**src/rtl/orion_rom_arb_pkg.sv**
```systemverilog
// ============================================================================
//  Module   : orion_rom_arb_pkg
//  Brief    : Shared types and round-robin helper for the Orion ROM arbiter.
//  Revision : 1.0
// ============================================================================
`default_nettype none

package orion_rom_arb_pkg;

    localparam int NUM_RQ = 3;

    typedef enum logic [1:0] {
        IDLE  = 2'd0,
        ISSUE = 2'd1,
        WAIT  = 2'd2,
        RESP  = 2'd3
    } state_e;

    typedef enum logic [1:0] {
        RQ_ROM1 = 2'd0,
        RQ_ROM2 = 2'd1,
        RQ_DSK  = 2'd2
    } rq_e;

    // Successor of a requester index, modulo NUM_RQ.
    function automatic rq_e rr_next(input rq_e cur);
        rq_e nxt;
        case (cur)
            RQ_ROM1: nxt = RQ_ROM2;
            RQ_ROM2: nxt = RQ_DSK;
            default: nxt = RQ_ROM1;
        endcase
        return nxt;
    endfunction

endpackage

`default_nettype wire

```
**src/rtl/orion_rr_arbiter3.sv**
```systemverilog
// ============================================================================
//  Module   : orion_rr_arbiter3
//  Brief    : Combinational 3-way round-robin picker, search starts at last+1.
//  Revision : 1.0
// ============================================================================
`default_nettype none

module orion_rr_arbiter3
    import orion_rom_arb_pkg::*;
(
    input  logic [NUM_RQ-1:0] req,
    input  rq_e               last,
    output logic              valid,
    output rq_e               winner
);

    rq_e cand;

    always_comb begin
        valid  = 1'b0;
        winner = RQ_ROM1;
        cand   = rr_next(last);
        for (int i = 0; i < NUM_RQ; i++) begin
            if (!valid && req[cand]) begin
                valid  = 1'b1;
                winner = cand;
            end
            cand = rr_next(cand);
        end
    end

endmodule

`default_nettype wire

```
**src/rtl/orion_rom_arbiter.sv**
```systemverilog
// ============================================================================
//  Module   : orion_rom_arbiter
//  Brief    : Shares one byte-wide read memory between ROM1, ROM2 and ROM-disk.
//  Revision : 1.0
// ============================================================================
`default_nettype none

module orion_rom_arbiter
    import orion_rom_arb_pkg::*;
#(
    parameter int                MEM_AW    = 22,
    parameter logic [MEM_AW-1:0] ROM1_BASE = 22'h000000,
    parameter logic [MEM_AW-1:0] ROM2_BASE = 22'h100000,
    parameter logic [MEM_AW-1:0] DSK_BASE  = 22'h200000,
    parameter int                TIMEOUT   = 1023
) (
    input  logic              i_clk,
    input  logic              i_reset_n,
    input  logic              i_rom1_req,
    input  logic [12:0]       i_rom1_addr,
    output logic [7:0]        o_rom1_rdata,
    output logic              o_rom1_ack,
    input  logic              i_rom2_req,
    input  logic [19:0]       i_rom2_addr,
    output logic [7:0]        o_rom2_rdata,
    output logic              o_rom2_ack,
    input  logic              i_dsk_req,
    input  logic [19:0]       i_dsk_addr,
    output logic [7:0]        o_dsk_rdata,
    output logic              o_dsk_ack,
    output logic              o_mem_req,
    output logic [MEM_AW-1:0] o_mem_addr,
    input  logic              i_mem_gnt,
    input  logic              i_mem_rvalid,
    input  logic [7:0]        i_mem_rdata,
    output logic              o_timeout
);

    localparam int CNT_W = (TIMEOUT < 2) ? 1 : $clog2(TIMEOUT);

    state_e            state;
    state_e            state_nxt;
    rq_e               winner;
    rq_e               last;
    rq_e               pick_idx;
    logic              pick_valid;
    logic [MEM_AW-1:0] pick_addr;
    logic [MEM_AW-1:0] mem_addr;
    logic              mem_req;
    logic [CNT_W-1:0]  cnt;
    logic              to_flag;
    logic [7:0]        rom1_rdata;
    logic [7:0]        rom2_rdata;
    logic [7:0]        dsk_rdata;
    logic              busy;
    logic              complete;
    logic              expire;
    logic              timeout_hit;
    logic              rd_we;
    logic [7:0]        rd_val;

    orion_rr_arbiter3 u_rr (
        .req    ({i_dsk_req, i_rom2_req, i_rom1_req}),
        .last   (last),
        .valid  (pick_valid),
        .winner (pick_idx)
    );

    // Physical address wraps modulo 2^MEM_AW by construction of the adder width.
    always_comb begin
        case (pick_idx)
            RQ_ROM1: pick_addr = ROM1_BASE + MEM_AW'(i_rom1_addr);
            RQ_ROM2: pick_addr = ROM2_BASE + MEM_AW'(i_rom2_addr);
            default: pick_addr = DSK_BASE  + MEM_AW'(i_dsk_addr);
        endcase
    end

    always_comb begin
        busy        = (state == ISSUE) || (state == WAIT);
        complete    = ((state == ISSUE) && i_mem_gnt && i_mem_rvalid) ||
                      ((state == WAIT)  && i_mem_rvalid);
        expire      = busy && (cnt == CNT_W'(TIMEOUT - 1));
        timeout_hit = expire && !complete;
        rd_we       = complete || timeout_hit;
        rd_val      = complete ? i_mem_rdata : 8'hFF;
    end

    always_comb begin
        state_nxt = state;
        case (state)
            IDLE:    if (pick_valid) state_nxt = ISSUE;
            ISSUE: begin
                if (complete || timeout_hit) state_nxt = RESP;
                else if (i_mem_gnt)          state_nxt = WAIT;
            end
            WAIT:    if (complete || timeout_hit) state_nxt = RESP;
            default: state_nxt = IDLE;
        endcase
    end

    always_ff @(posedge i_clk) begin
        if (!i_reset_n) state <= IDLE;
        else            state <= state_nxt;
    end

    always_ff @(posedge i_clk) begin
        if (!i_reset_n) begin
            winner     <= RQ_ROM1;
            last       <= RQ_DSK;
            mem_addr   <= '0;
            mem_req    <= 1'b0;
            cnt        <= '0;
            to_flag    <= 1'b0;
            rom1_rdata <= 8'h00;
            rom2_rdata <= 8'h00;
            dsk_rdata  <= 8'h00;
        end else begin
            case (state)
                IDLE: begin
                    if (pick_valid) begin
                        winner   <= pick_idx;
                        mem_addr <= pick_addr;
                        mem_req  <= 1'b1;
                        cnt      <= '0;
                        to_flag  <= 1'b0;
                    end
                end
                ISSUE, WAIT: begin
                    if (!expire)                           cnt     <= cnt + CNT_W'(1);
                    if (i_mem_gnt || rd_we)                mem_req <= 1'b0;
                    if (timeout_hit)                       to_flag <= 1'b1;
                    if (rd_we && (winner == RQ_ROM1))      rom1_rdata <= rd_val;
                    if (rd_we && (winner == RQ_ROM2))      rom2_rdata <= rd_val;
                    if (rd_we && (winner == RQ_DSK))       dsk_rdata  <= rd_val;
                end
                default: last <= winner;
            endcase
        end
    end

    assign o_mem_req    = mem_req;
    assign o_mem_addr   = mem_addr;
    assign o_rom1_rdata = rom1_rdata;
    assign o_rom2_rdata = rom2_rdata;
    assign o_dsk_rdata  = dsk_rdata;
    assign o_rom1_ack   = (state == RESP) && (winner == RQ_ROM1);
    assign o_rom2_ack   = (state == RESP) && (winner == RQ_ROM2);
    assign o_dsk_ack    = (state == RESP) && (winner == RQ_DSK);
    assign o_timeout    = (state == RESP) && to_flag;

endmodule

`default_nettype wire

```
**config.mk**
```make
export PLATFORM = sky130hd
export DESIGN_NAME = orion_rom_arbiter
export DESIGN_NICKNAME = d
export VERILOG_FILES = /design/src/rtl/orion_rom_arb_pkg.sv /design/src/rtl/orion_rr_arbiter3.sv /design/src/rtl/orion_rom_arbiter.sv
export SDC_FILE = /design/constraint.sdc
export NUM_CORES = 1
export LEC_CHECK = 0
export CORE_MARGIN = 1
export CORE_UTILIZATION = 30
export CTS_CLUSTER_SIZE = 20
export DETAILED_ROUTE_END_ITERATION = 10
export GPL_ROUTABILITY_DRIVEN = 0
export GPL_TIMING_DRIVEN = 0
export PLACE_DENSITY = 0.59
export RECOVER_POWER = 25
export SYNTH_ARGS = -nofsm -noshare
export SYNTH_HDL_FRONTEND = slang
export SYNTH_HIERARCHICAL = 1
export SYNTH_SLANG_ARGS = --single-unit
```
**constraint.sdc**
```tcl
create_clock -name i_clk -period 1.9 [get_ports i_clk]
set_input_delay 0.57 -clock i_clk [delete_from_list [all_inputs] [get_ports i_clk]]
set_output_delay 0.57 -clock i_clk [all_outputs]
set_load 0.05 [all_outputs]
```
==> key figures <==
Power
  – Switching Share: 42.05%
  – Psw: between 2 and 3 mW
  – Pwr per Cell Area: 1232 nW/um2
  – Total Power: 5.953 mW
  – Peak supply drop: 0.4936 mV
  – Internal Pwr Total: 3.450 mW
  – Leakage: 1.991 nW
  – Clock power frac: 22.5%
  – Gate power share: 48.1%
  – Reg power frac: approximately 30%

Floorplanning
  – Die footprint: a little over 10000 um2
  – Die span in y: 101.4 um
  – Row count: 35
  – Die Wd: 101.4 um
  – # IOs: about 120
  – Starting Density: 31.50%
  – Core Box Area: between 9000 and 10000 um2

Critical path
  – Worst Path Arrival: 1360 ps
  – CP Launch Type: flip-flop
  – Top Family by Delay on Critical Path: flip-flops
  – Critical path's slowest cell: dfxtp_4
  – Worst path max stage delay: 390 ps
  – CP endpoint kind: primary output
  – CP Max Fanout: 4
  – Setup CP Type: flip-flop to primary output
  – WP buf/inv: 2
  – Crit path required time: approximately 1300 ps
  – Cells along the critical path: buf_12, ha_4, nor3b_4, buf_6
  – Critical path startpoint: state[1]$_SDFFE_PN0P_
  – Critical R2R Launch: state[1]$_SDFFE_PN0P_

CTS
  – Clk_lat worst skew: 340 ps
  – TritonCTS Sinks: 64
  – H-tree depth: 3
  – Clock-pin slew on the worst setup and hold paths: 70 ps
  – Cts bufs inserted: 9
  – CTS tree: built
  – Hold_buf cts: 0
  – CTS Buffer Depth: 2
  – Clock Tree Root: clkbuf_8

Synthesis
  – Avg Cell Area, Syn: 8.959 um2
  – Yosys warns: 6
  – Post-Syn Instances: 331
  – Mapped Nets: 406
  – Mapped cell area: 2965 um2
  – Async SR Flop Fraction: 0%
  – Flops & latches, synth: 64
  – Synth unique cells: 44
  – Most used DFF post-synth: dfxtp_1
  – Sequential-to-total area share from yosys stat: 43.21%
  – Post-synth EDFFs: 0

Routing
  – DRC violations left: 0
  – Via count: between 2000 and 3000
  – WL/cell: 14.95 um
  – Vias per cell: approximately 4.9
  – TritonRoute pass-1 iters: 4
  – Post-Route WL: 9.043 mm
  – Number of DRC markers in iteration 0: 74
  – Routed Antenna Nets: 0

Outcome
  – Status: finished, violations left
  – Failing checks: setup timing

STA
  – Final hold vios: 0
  – PnR worst setup slack: -28.29 ps
  – Fin Setup TNS: -39.89 ps
  – Hold_ws: 451.3 ps
  – Final Cycle Share: 101.5%
  – Achievable frequency: 518.6 MHz
  – Period minus WS final: 1928 ps
  – Skew final: 10.16 ps
  – Final setup fails: 4
  – Fin. max-slew vios: 0
  – RSZ-0062 raised after global routing: true
  – Worst slew pin tran: about 540 ps
  – Relative slew slack: 64.40%

Global route
  – Pin count of the biggest net entering global routing: 14
  – First-pass GRT wire length: roughly 14 mm
  – Initial antenna violation count: 0
  – Global router's overall resource usage: 17.87%
  – Number of global-route vias before repair: 2927
  – GRT overflow: 0

Layout
  – Synth-to-layout area growth: 63.00%
  – Antenna Cells: 0
  – Finished Layout Cells: 605
  – Fill cell count: roughly 940
  – Share of layout cells above drive strength 1: 21.43%
  – # nets final: around 550

Place
  – DP Wirelength: 6.642 mm
  – Inst Count DP: approximately 580
  – IO buf count: 118

Run
  – Max Cap Viol: 0

Min path
  – Hold wc startpoint: o_mem_addr[0]$_SDFFE_PN0P_
  – HP Class: flip-flop to flip-flop
-- flip-flops by register name (all words and copies together) (netlist names) --
signal,count
o_dsk_rdata,8
o_rom2_rdata,8
cnt,10
last,2
state,2
o_mem_addr,22
winner,2
o_mem_req,1
o_rom1_rdata,8
to_flag,1
-- tightest hold or removal path, stage by stage (launching register included) --
cell	delay [ps]
dfxtp_1	310
nand2_1	50
a21oi_1	50
-- path summary, 6_finish.rpt --
| path | end | slack (ps) | depth (start not counted) |
|---|---|---|---|
| setup / recovery | o_rom1_ack | -30 | 4 |
| hold / removal | o_mem_addr[0]$_SDFFE_PN0P_ | 450 | 2 |
| setup reg to reg | cnt[5]$_SDFFE_PN0P_ | 30 | 6 |
| hold reg to reg | o_mem_addr[0]$_SDFFE_PN0P_ | 450 | 2 |
-- through the flow --
stage	util, %	worst slack [ps]	area (um2)
final	51.34	-28.29	4833
after global routing	51.34	-82.79	4833
after CTS	49.48	1.358	4658
after detailed placement	45.95	-809.6	4327
after global placement	45.95	-772.8	4327
after floorplan	-	16.47	2984
-- per-layer routing --
metal  part of all wire (%)  up-vias  track usage, %
li1                       -     1496               -
met1                     44     1392           21.08
met2                     48       96           30.77
met3                    6.9        9           5.176
met4                   0.81        0           6.577
met5                      0        -               0
-- cell families after synthesis --
kind of cell | count (synthesis) | synth area share, %
flops | 64 | 43.21
fa+ha+maj | 7 | 2.953
compound gates | 94 | 23.80
simple gates | 114 | 19.28
buf+inv | 33 | 4.304
mux | 19 | 6.456
-- power by group through the flow --
| stage | clock network [mW] | logic (mW) | registers [mW] |
|---|---|---|---|
| 6_report | 1.34 | 2.86 | 1.75 |
| 5_1_grt | 1.43 | 3.09 | 1.78 |
| 4_1_cts | 1.38 | 2.55 | 1.77 |
| 3_5_place_dp | 0 | 2.54 | 1.75 |
| 3_3_place_gp | 0 | 2.52 | 1.74 |
| 2_1_floorplan | 0 | 1.04 | 2.39 |
-- cells in the final DEF (no fill, tap or decap), types with 14 or more instances in the layout --
cell             count
o21ai_0             18
mux2i_1             18
o221a_2             16
buf_4               14
clkdlybuf4s50_1     62
dlygate4sd2_1       51
nand2_1             53
a21oi_1             24
dfxtp_1             60
-- synthesized netlist by cell type, types with 2 or more instances --
cell	count	share of area, %
a21oi_1	29	4.9
a221oi_1	7	2.1
a31oi_1	2	0.42
and2_1	4	0.84
and3b_1	2	0.59
buf_2	2	0.34
clkbuf_1	21	2.7
dfxtp_1	64	43
ha_1	7	3.0
inv_1	7	0.89
mux2i_1	18	6.1
nand2_1	55	7.0
nand2b_1	3	0.63
nand3_1	4	0.68
nand3b_1	2	0.51
nand4_1	2	0.42
nor2_1	11	1.4
nor2b_1	3	0.63
nor3_1	10	1.7
o21ai_0	18	3.0
o221a_1	8	3.0
o221a_2	16	6.1
o31ai_1	6	1.5
or2_2	2	0.42
or3_1	4	0.84
or4_1	6	1.5
-- layout make-up --
type	count	area (um2)	area share (%)
timing repair buffer	137	1301	26.92
sequential	64	1291	26.71
clock inverter	7	103.9	2.149
inverter	8	36.28	0.7507
multi-input combinational	234	1705	35.28
clock buffer	9	123.9	2.563
tap	129	161.4	3.339
buffer	17	110.1	2.278
-- timing repair --
action,4_1_cts,5_1_grt
gates resized for setup,117,28
endpoints found under the setup margin,111,53
pin swaps,8,8
buffers inserted,8,11
No activity file was read; power rests on OpenSTA's default activity.
